File: src/rtl/aes_cop_pkg.sv
// Shared definitions for the custom-0 AES coprocessor sequencer:
// opcode/funct constants, the sequencer state encoding and 32-bit word
// helpers for the 128-bit key/block/result registers (word 0 = [127:96]).
package aes_cop_pkg;

  localparam logic [6:0] OPC_CUSTOM0 = 7'b0001011;
  localparam logic [6:0] F7_ENC      = 7'h00;
  localparam logic [6:0] F7_DEC      = 7'h01;
  localparam logic [2:0] F3_AES      = 3'b000;

  typedef enum logic [2:0] {
    IDLE,
    RD_KEY,
    RD_DAT,
    START,
    WAIT,
    WB,
    DONE
  } state_t;

  function automatic logic [31:0] word_get(input logic [127:0] v, input logic [1:0] idx);
    case (idx)
      2'd0:    return v[127:96];
      2'd1:    return v[95:64];
      2'd2:    return v[63:32];
      default: return v[31:0];
    endcase
  endfunction

  function automatic logic [127:0] word_put(input logic [127:0] v, input logic [1:0] idx,
                                            input logic [31:0] w);
    logic [127:0] r;
    r = v;
    case (idx)
      2'd0:    r[127:96] = w;
      2'd1:    r[95:64]  = w;
      2'd2:    r[63:32]  = w;
      default: r[31:0]   = w;
    endcase
    return r;
  endfunction

endpackage

File: src/rtl/aes_cop_wordseq.sv
// Word sequencer: 2-bit word counter plus (base + cnt) mod 2^AW register
// address. Counts while run is high and parks at 0 otherwise, so each
// four-word phase starts from word 0 and naturally wraps into the next.
module aes_cop_wordseq #(
  parameter int AW = 5
) (
  input  logic          clk,
  input  logic          rst_n,
  input  logic          run,
  input  logic [AW-1:0] base,
  output logic [1:0]    cnt,
  output logic [AW-1:0] addr,
  output logic          last
);

  // Word counter: advance during a transfer phase, hold at 0 between phases
  always_ff @(posedge clk or negedge rst_n) begin
    if (!rst_n)   cnt <= 2'd0;
    else if (run) cnt <= cnt + 2'd1;
    else          cnt <= 2'd0;
  end

  assign addr = base + AW'(cnt);
  assign last = (cnt == 2'd3);

endmodule

File: src/rtl/aes_cop_ctrl.sv
// Sequencer for the custom-0 AES-ENC/AES-DEC instructions. Stalls decode,
// gathers key (rs1..rs1+3) and block (rs2..rs2+3) over one read port, runs
// the iterative core, then writes rd..rd+3 over one write port.
// Optional build macro AES_COP_PERF_EN adds perf_ops/perf_cycles counters.
module aes_cop_ctrl
  import aes_cop_pkg::*;
#(
  parameter int XLEN        = 32,
  parameter int REG_AW      = 5,
  parameter int WB_X0_GUARD = 1
) (
  input  logic              clk,
  input  logic              rst_n,
  input  logic              instr_valid,
  input  logic [31:0]       instr,
  output logic              stall,
  output logic [REG_AW-1:0] rf_raddr,
  input  logic [XLEN-1:0]   rf_rdata,
  output logic              rf_we,
  output logic [REG_AW-1:0] rf_waddr,
  output logic [XLEN-1:0]   rf_wdata,
  output logic              aes_start,
  output logic              aes_decrypt,
  output logic [127:0]      aes_key,
  output logic [127:0]      aes_din,
  input  logic              aes_done,
  input  logic [127:0]      aes_dout,
  output logic              op_done,
  output logic              illegal
`ifdef AES_COP_PERF_EN
  ,
  output logic [31:0]       perf_ops,
  output logic [31:0]       perf_cycles
`endif
);

  state_t            state;
  logic [REG_AW-1:0] rd_q, rs1_q, rs2_q;
  logic [127:0]      result;
  logic              custom0, is_aes;
  logic [6:0]        funct7;
  logic [2:0]        funct3;
  logic              seq_run, seq_last;
  logic [1:0]        seq_cnt;
  logic [REG_AW-1:0] seq_base, seq_addr;

  assign funct7  = instr[31:25];
  assign funct3  = instr[14:12];
  assign custom0 = instr_valid && (instr[6:0] == OPC_CUSTOM0);
  assign is_aes  = custom0 && (funct3 == F3_AES) && ((funct7 == F7_ENC) || (funct7 == F7_DEC));

  // Hold decode while busy; DONE releases it so the instruction retires.
  // rst_n gates the issue term so every output is low while in reset.
  assign stall = ((state != IDLE) && (state != DONE)) ||
                 ((state == IDLE) && is_aes && rst_n);

  assign seq_run  = (state == RD_KEY) || (state == RD_DAT) || (state == WB);
  assign seq_base = (state == RD_KEY) ? rs1_q : (state == RD_DAT) ? rs2_q : rd_q;

  aes_cop_wordseq #(.AW(REG_AW)) u_wordseq (
    .clk   (clk),
    .rst_n (rst_n),
    .run   (seq_run),
    .base  (seq_base),
    .cnt   (seq_cnt),
    .addr  (seq_addr),
    .last  (seq_last)
  );

  assign rf_raddr = ((state == RD_KEY) || (state == RD_DAT)) ? seq_addr : '0;
  assign rf_waddr = (state == WB) ? seq_addr : '0;
  assign rf_wdata = (state == WB) ? XLEN'(word_get(result, seq_cnt)) : '0;
  // An x0 slot still takes its cycle; only the enable is dropped
  assign rf_we    = (state == WB) && !((WB_X0_GUARD != 0) && (seq_addr == '0));

  // Main sequencer: operand capture, core handshake and pulse outputs
  always_ff @(posedge clk or negedge rst_n) begin
    if (!rst_n) begin
      state       <= IDLE;
      rd_q        <= '0;
      rs1_q       <= '0;
      rs2_q       <= '0;
      aes_decrypt <= 1'b0;
      aes_key     <= '0;
      aes_din     <= '0;
      result      <= '0;
      aes_start   <= 1'b0;
      op_done     <= 1'b0;
      illegal     <= 1'b0;
    end else begin
      aes_start <= 1'b0;
      op_done   <= 1'b0;
      illegal   <= 1'b0;
      case (state)
        IDLE: begin
          if (is_aes) begin
            rd_q        <= instr[11:7];
            rs1_q       <= instr[19:15];
            rs2_q       <= instr[24:20];
            aes_decrypt <= funct7[0];
            state       <= RD_KEY;
          end else if (custom0) begin
            illegal <= 1'b1;
          end
        end
        RD_KEY: begin
          aes_key <= word_put(aes_key, seq_cnt, rf_rdata[31:0]);
          if (seq_last) state <= RD_DAT;
        end
        RD_DAT: begin
          aes_din <= word_put(aes_din, seq_cnt, rf_rdata[31:0]);
          if (seq_last) begin
            aes_start <= 1'b1;
            state     <= START;
          end
        end
        START: state <= WAIT;
        WAIT: begin
          if (aes_done) begin
            result <= aes_dout;
            state  <= WB;
          end
        end
        WB: begin
          if (seq_last) begin
            op_done <= 1'b1;
            state   <= DONE;
          end
        end
        DONE:    state <= IDLE;
        default: state <= IDLE;
      endcase
    end
  end

`ifdef AES_COP_PERF_EN
  // Free-running performance counters, wrapping at 2^32
  always_ff @(posedge clk or negedge rst_n) begin
    if (!rst_n) begin
      perf_ops    <= '0;
      perf_cycles <= '0;
    end else begin
      if (op_done)       perf_ops    <= perf_ops + 32'd1;
      if (state != IDLE) perf_cycles <= perf_cycles + 32'd1;
    end
  end
`endif

endmodule
File: config.mk
export PLATFORM = sky130hd
export DESIGN_NAME = aes_cop_ctrl
export DESIGN_NICKNAME = d
export VERILOG_FILES = /design/src/rtl/aes_cop_pkg.sv /design/src/rtl/aes_cop_wordseq.sv /design/src/rtl/aes_cop_ctrl.sv
export SDC_FILE = /design/constraint.sdc
export NUM_CORES = 1
export LEC_CHECK = 0
export BUFFER_PORTS_ARGS = -buffer_cell sky130_fd_sc_hd__clkbuf_2
export CELL_PAD_IN_SITES_DETAIL_PLACEMENT = 2
export CELL_PAD_IN_SITES_GLOBAL_PLACEMENT = 2
export CORE_ASPECT_RATIO = 1.25
export CORE_MARGIN = 10
export CORE_UTILIZATION = 31
export CTS_CLUSTER_DIAMETER = 100
export DETAILED_ROUTE_END_ITERATION = 8
export GPL_ROUTABILITY_DRIVEN = 0
export PLACE_DENSITY = 0.77
export SETUP_SLACK_MARGIN = 0.05
export SLEW_MARGIN = 10
export SYNTH_ARGS = -nofsm -noshare
export SYNTH_HDL_FRONTEND = slang
export SYNTH_SLANG_ARGS = --single-unit
File: constraint.sdc
create_clock -name clk -period 3.4 [get_ports clk]
set_input_delay 0.85 -clock clk [delete_from_list [all_inputs] [get_ports clk]]
set_output_delay 0.85 -clock clk [all_outputs]
set_load 0.05 [all_outputs]
==> flow_metrics.py <==
metrics = {
    "cells_and_area": {
        "final_cell_mix": "454 x clkbuf_2, 406 x dfrtp_1, 386 x mux2_1",
        "final_nets": 1866,
        "layout.cells.non_filler": 2372,
        "drive_above_1_share_pct": 41.84,
        "final_area_um2": 22570,
        "area_growth_pct": 36.74,
        "final_common_cell": "clkbuf_2",
        "n_fill_cell": 5263,
    },
    "worst_setup_path": {
        "crit_required_ns": 2.55,
        "rrSetupSlack_ns": 0.65,
        "crit_chain": "nor2_2, a21oi_2, o22ai_2, a21oi_2, ha_2, inv_2, fa_2, buf_4, nand3_1, o41a_1, and3_4, clkbuf_16",
        "critPathMaxStageDelay_ns": 0.53,
        "cpMaxStageDelayCell": "fa_2",
        "crit_top_cell": "a21oi_2",
        "critPathKind": "register to primary output",
        "critPathArrivalTime_ns": 3.22,
        "r2r_start": "u_wordseq.cnt[0]",
        "reg2reg_to": "aes_key[8]",
        "startpoint_type": "register",
        "reg2reg_depth": 9,
        "end_kind": "primary output",
        "worstPathMaxFanout": 4,
    },
    "yosys": {
        "synth-async-reset-ratio_pct": 100.0,
        "netlist_instances": 1127,
        "synth-edff-count": 0,
        "avgSynthCellArea_um2": 14.64,
        "synth_seq_cells": 408,
        "synth_top_area_cell": "dfrtp_1",
        "synth-main-ff-cell": "dfrtp_1",
        "synth.top_cell.area_share_pct": 61.87,
        "synth_cell_types": 45,
        "ys_top_cells_by_area": "dfrtp_1 62%, mux2_1 26%, nor2_1 2.1%",
        "ys_seq_area_share_pct": 61.87,
        "netlist_area_um2": 16500,
        "ys.warnings.count": 0,
        "syn-num-nets": 1330,
    },
    "outcome": {
        "outcome": "complete, but fails checks",
        "violations": "negative setup slack",
    },
    "place": {
        "dpl_worst_slack_ns": -0.1581,
        "numPortBuffers": 499,
        "dp.cells": 2275,
        "postPlaceCellArea_um2": 20380,
        "hpwl_um": 44090,
    },
    "routing": {
        "routed_wl_um": 64030,
        "ant_nets": 0,
        "first_iter_violations": 547,
        "wl_per_cell_um": 26.99,
        "post_drt_via_cell_ratio": 4.994,
        "drc_errors": 0,
        "drt_first_pass_iters": 7,
        "vias": 11845,
    },
    "timing": {
        "worst_pin_slew_ns": 1.000,
        "min_period_ns": 4.066,
        "setup_viol": 9,
        "fmax_mhz": 245.9,
        "slew_headroom_pct": 33.33,
        "finalWorstSetupSlack_ns": -0.6662,
        "skew_ns": 0.02158,
        "hold_viol": 0,
        "rsz0062_at_grt": "true",
        "report.final.slew_viol_count": 0,
        "finalCritPeriodShare_pct": 119.6,
        "fin_tns_setup_ns": -3.366,
    },
    "cts": {
        "clock_sinks": 408,
        "cts_buffers": 44,
        "cts_root_buf": "clkbuf_16",
        "htree_num_levels": 2,
        "path_clk_slew_ns": 0.06,
        "clkLatencyLatePin_ns": 0.59,
        "cts_tree": "built",
        "cts_buffer_depth": 3,
    },
    "die": {
        "die_w_um": 226.4,
        "core_um2": 52690,
        "io_pins": 500,
        "die_h_um": 278.0,
        "start_util_pct": 31.32,
        "dieArea_um2": 62920,
        "num_rows": 94,
    },
    "power": {
        "power.density_nw_per_um2": 459.3,
        "power.total_mw": 10.37,
        "ir_drop_mv": 0.3471,
        "p_leak_nw": 12.33,
    },
    "global_routing": {
        "grt_pass1_wl_um": 93610,
        "grt_pass1_vias": 13842,
        "grt_usage_pct": 19.67,
        "grt_overflow": 0,
        "grt_max_degree": 164,
        "antenna_found_initial": 5,
    },
    "flow_run": {
        "maxCapViolCount": 0,
    },
    "worst_hold_path": {
        "hold_class": "input port to asynchronous set/reset pin",
    },
}
-- how the worst max path moves through the flow --
stage / start / end / slack (ns) / cells past startpoint
after floorplan: state[0] / rf_raddr[4] / -0.009 / 12
after global placement: state[2] / rf_we / -0.11 / 11
after detailed placement: state[2] / rf_we / -0.16 / 11
after CTS: state[2] / rf_we / -0.66 / 11
after global routing: state[2] / rf_we / -0.78 / 12
final: rd_q[0] / rf_we / -0.67 / 12
-- layout make-up --
cell class | instances | area [µm²] | area share, %
inverters | 9 | 33.78 | 0.1497
flip-flops and latches | 408 | 10210 | 45.25
clock buffers | 61 | 1195 | 5.295
well taps | 672 | 840.8 | 3.726
clock inverters | 19 | 352.8 | 1.564
diodes | 3 | 7.507 | 0.03327
repair buffers | 565 | 3744 | 16.59
multi-input cells | 635 | 6181 | 27.39
-- where the power goes --
part	switching, mW	total [mW]	leakage (nW)	internal (mW)
sequential	0.00186	4.86	5.70	4.86
clock	2.10	5.20	0.752	3.10
combinational	0.206	0.300	5.88	0.0947
-- state kept, by name (all words and copies together), names as in the netlist, 2 cells and up --
name / count
state: 3
u_wordseq.cnt: 2
rd_q: 5
rs1_q: 5
aes_din: 128
rs2_q: 5
result: 128
aes_key: 128
-- cells by family after synthesis --
logic type      after synthesis  share of synthesized area (%)
fa+ha+maj                     7                         0.5762
simple gates                132                          3.609
mux                         400                          27.29
buf+inv                      84                          2.350
compound gates               94                          4.200
flops                       408                          61.87
xor+xnor                      2                         0.1062
-- routing by layer --
metal	up-vias	part of all wire (%)	GRT usage, %
met5	-	0.042	0
met4	4	1.8	5.220
met3	76	7.4	5.925
met2	403	53	35.95
met1	6235	38	21.55
li1	5127	-	-
-- cells in the mapped netlist (4+ instances only) --
| master | count |
|---|---|
| dfrtp_1 | 408 |
| mux2_1 | 386 |
| nor2_1 | 94 |
| a21oi_1 | 44 |
| buf_2 | 37 |
| a222oi_1 | 32 |
| clkbuf_1 | 31 |
| mux2_2 | 14 |
| and3_1 | 9 |
| inv_1 | 8 |
| ha_1 | 6 |
| nand2_1 | 6 |
| nor2b_1 | 4 |
-- repair_timing --
| action | CTS | global route |
|---|---|---|
| setup buffers | 9 | 1 |
| pin swaps | 31 | 34 |
| gates resized for setup | 65 | 61 |
| hold buffers | 0 | 0 |
| setup endpoints to repair | 42 | 42 |
| gates cloned | 3 | 1 |
-- per-stage QoR --
stage | util (%) | hold slack (ns)
3_5_place_dp | 38.68 | 0.4752
2_1_floorplan | - | 0.4577
3_3_place_gp | 38.68 | 0.4667
5_1_grt | 42.83 | 0.1193
6_report | 42.83 | 0.1376
4_1_cts | 42.40 | 0.1105
-- worst max-delay path, delay by kind of cell, from the launching register on --
kind                       cells  cell delay, ns
adders and majority gates      2            0.74
buffers and inverters          3            0.35
DFF                            1            0.45
AOI/OAI and AO/OA              4            0.74
and+or+nand+nor                3            0.35
Note: power is estimated with default switching activity, not from simulation.
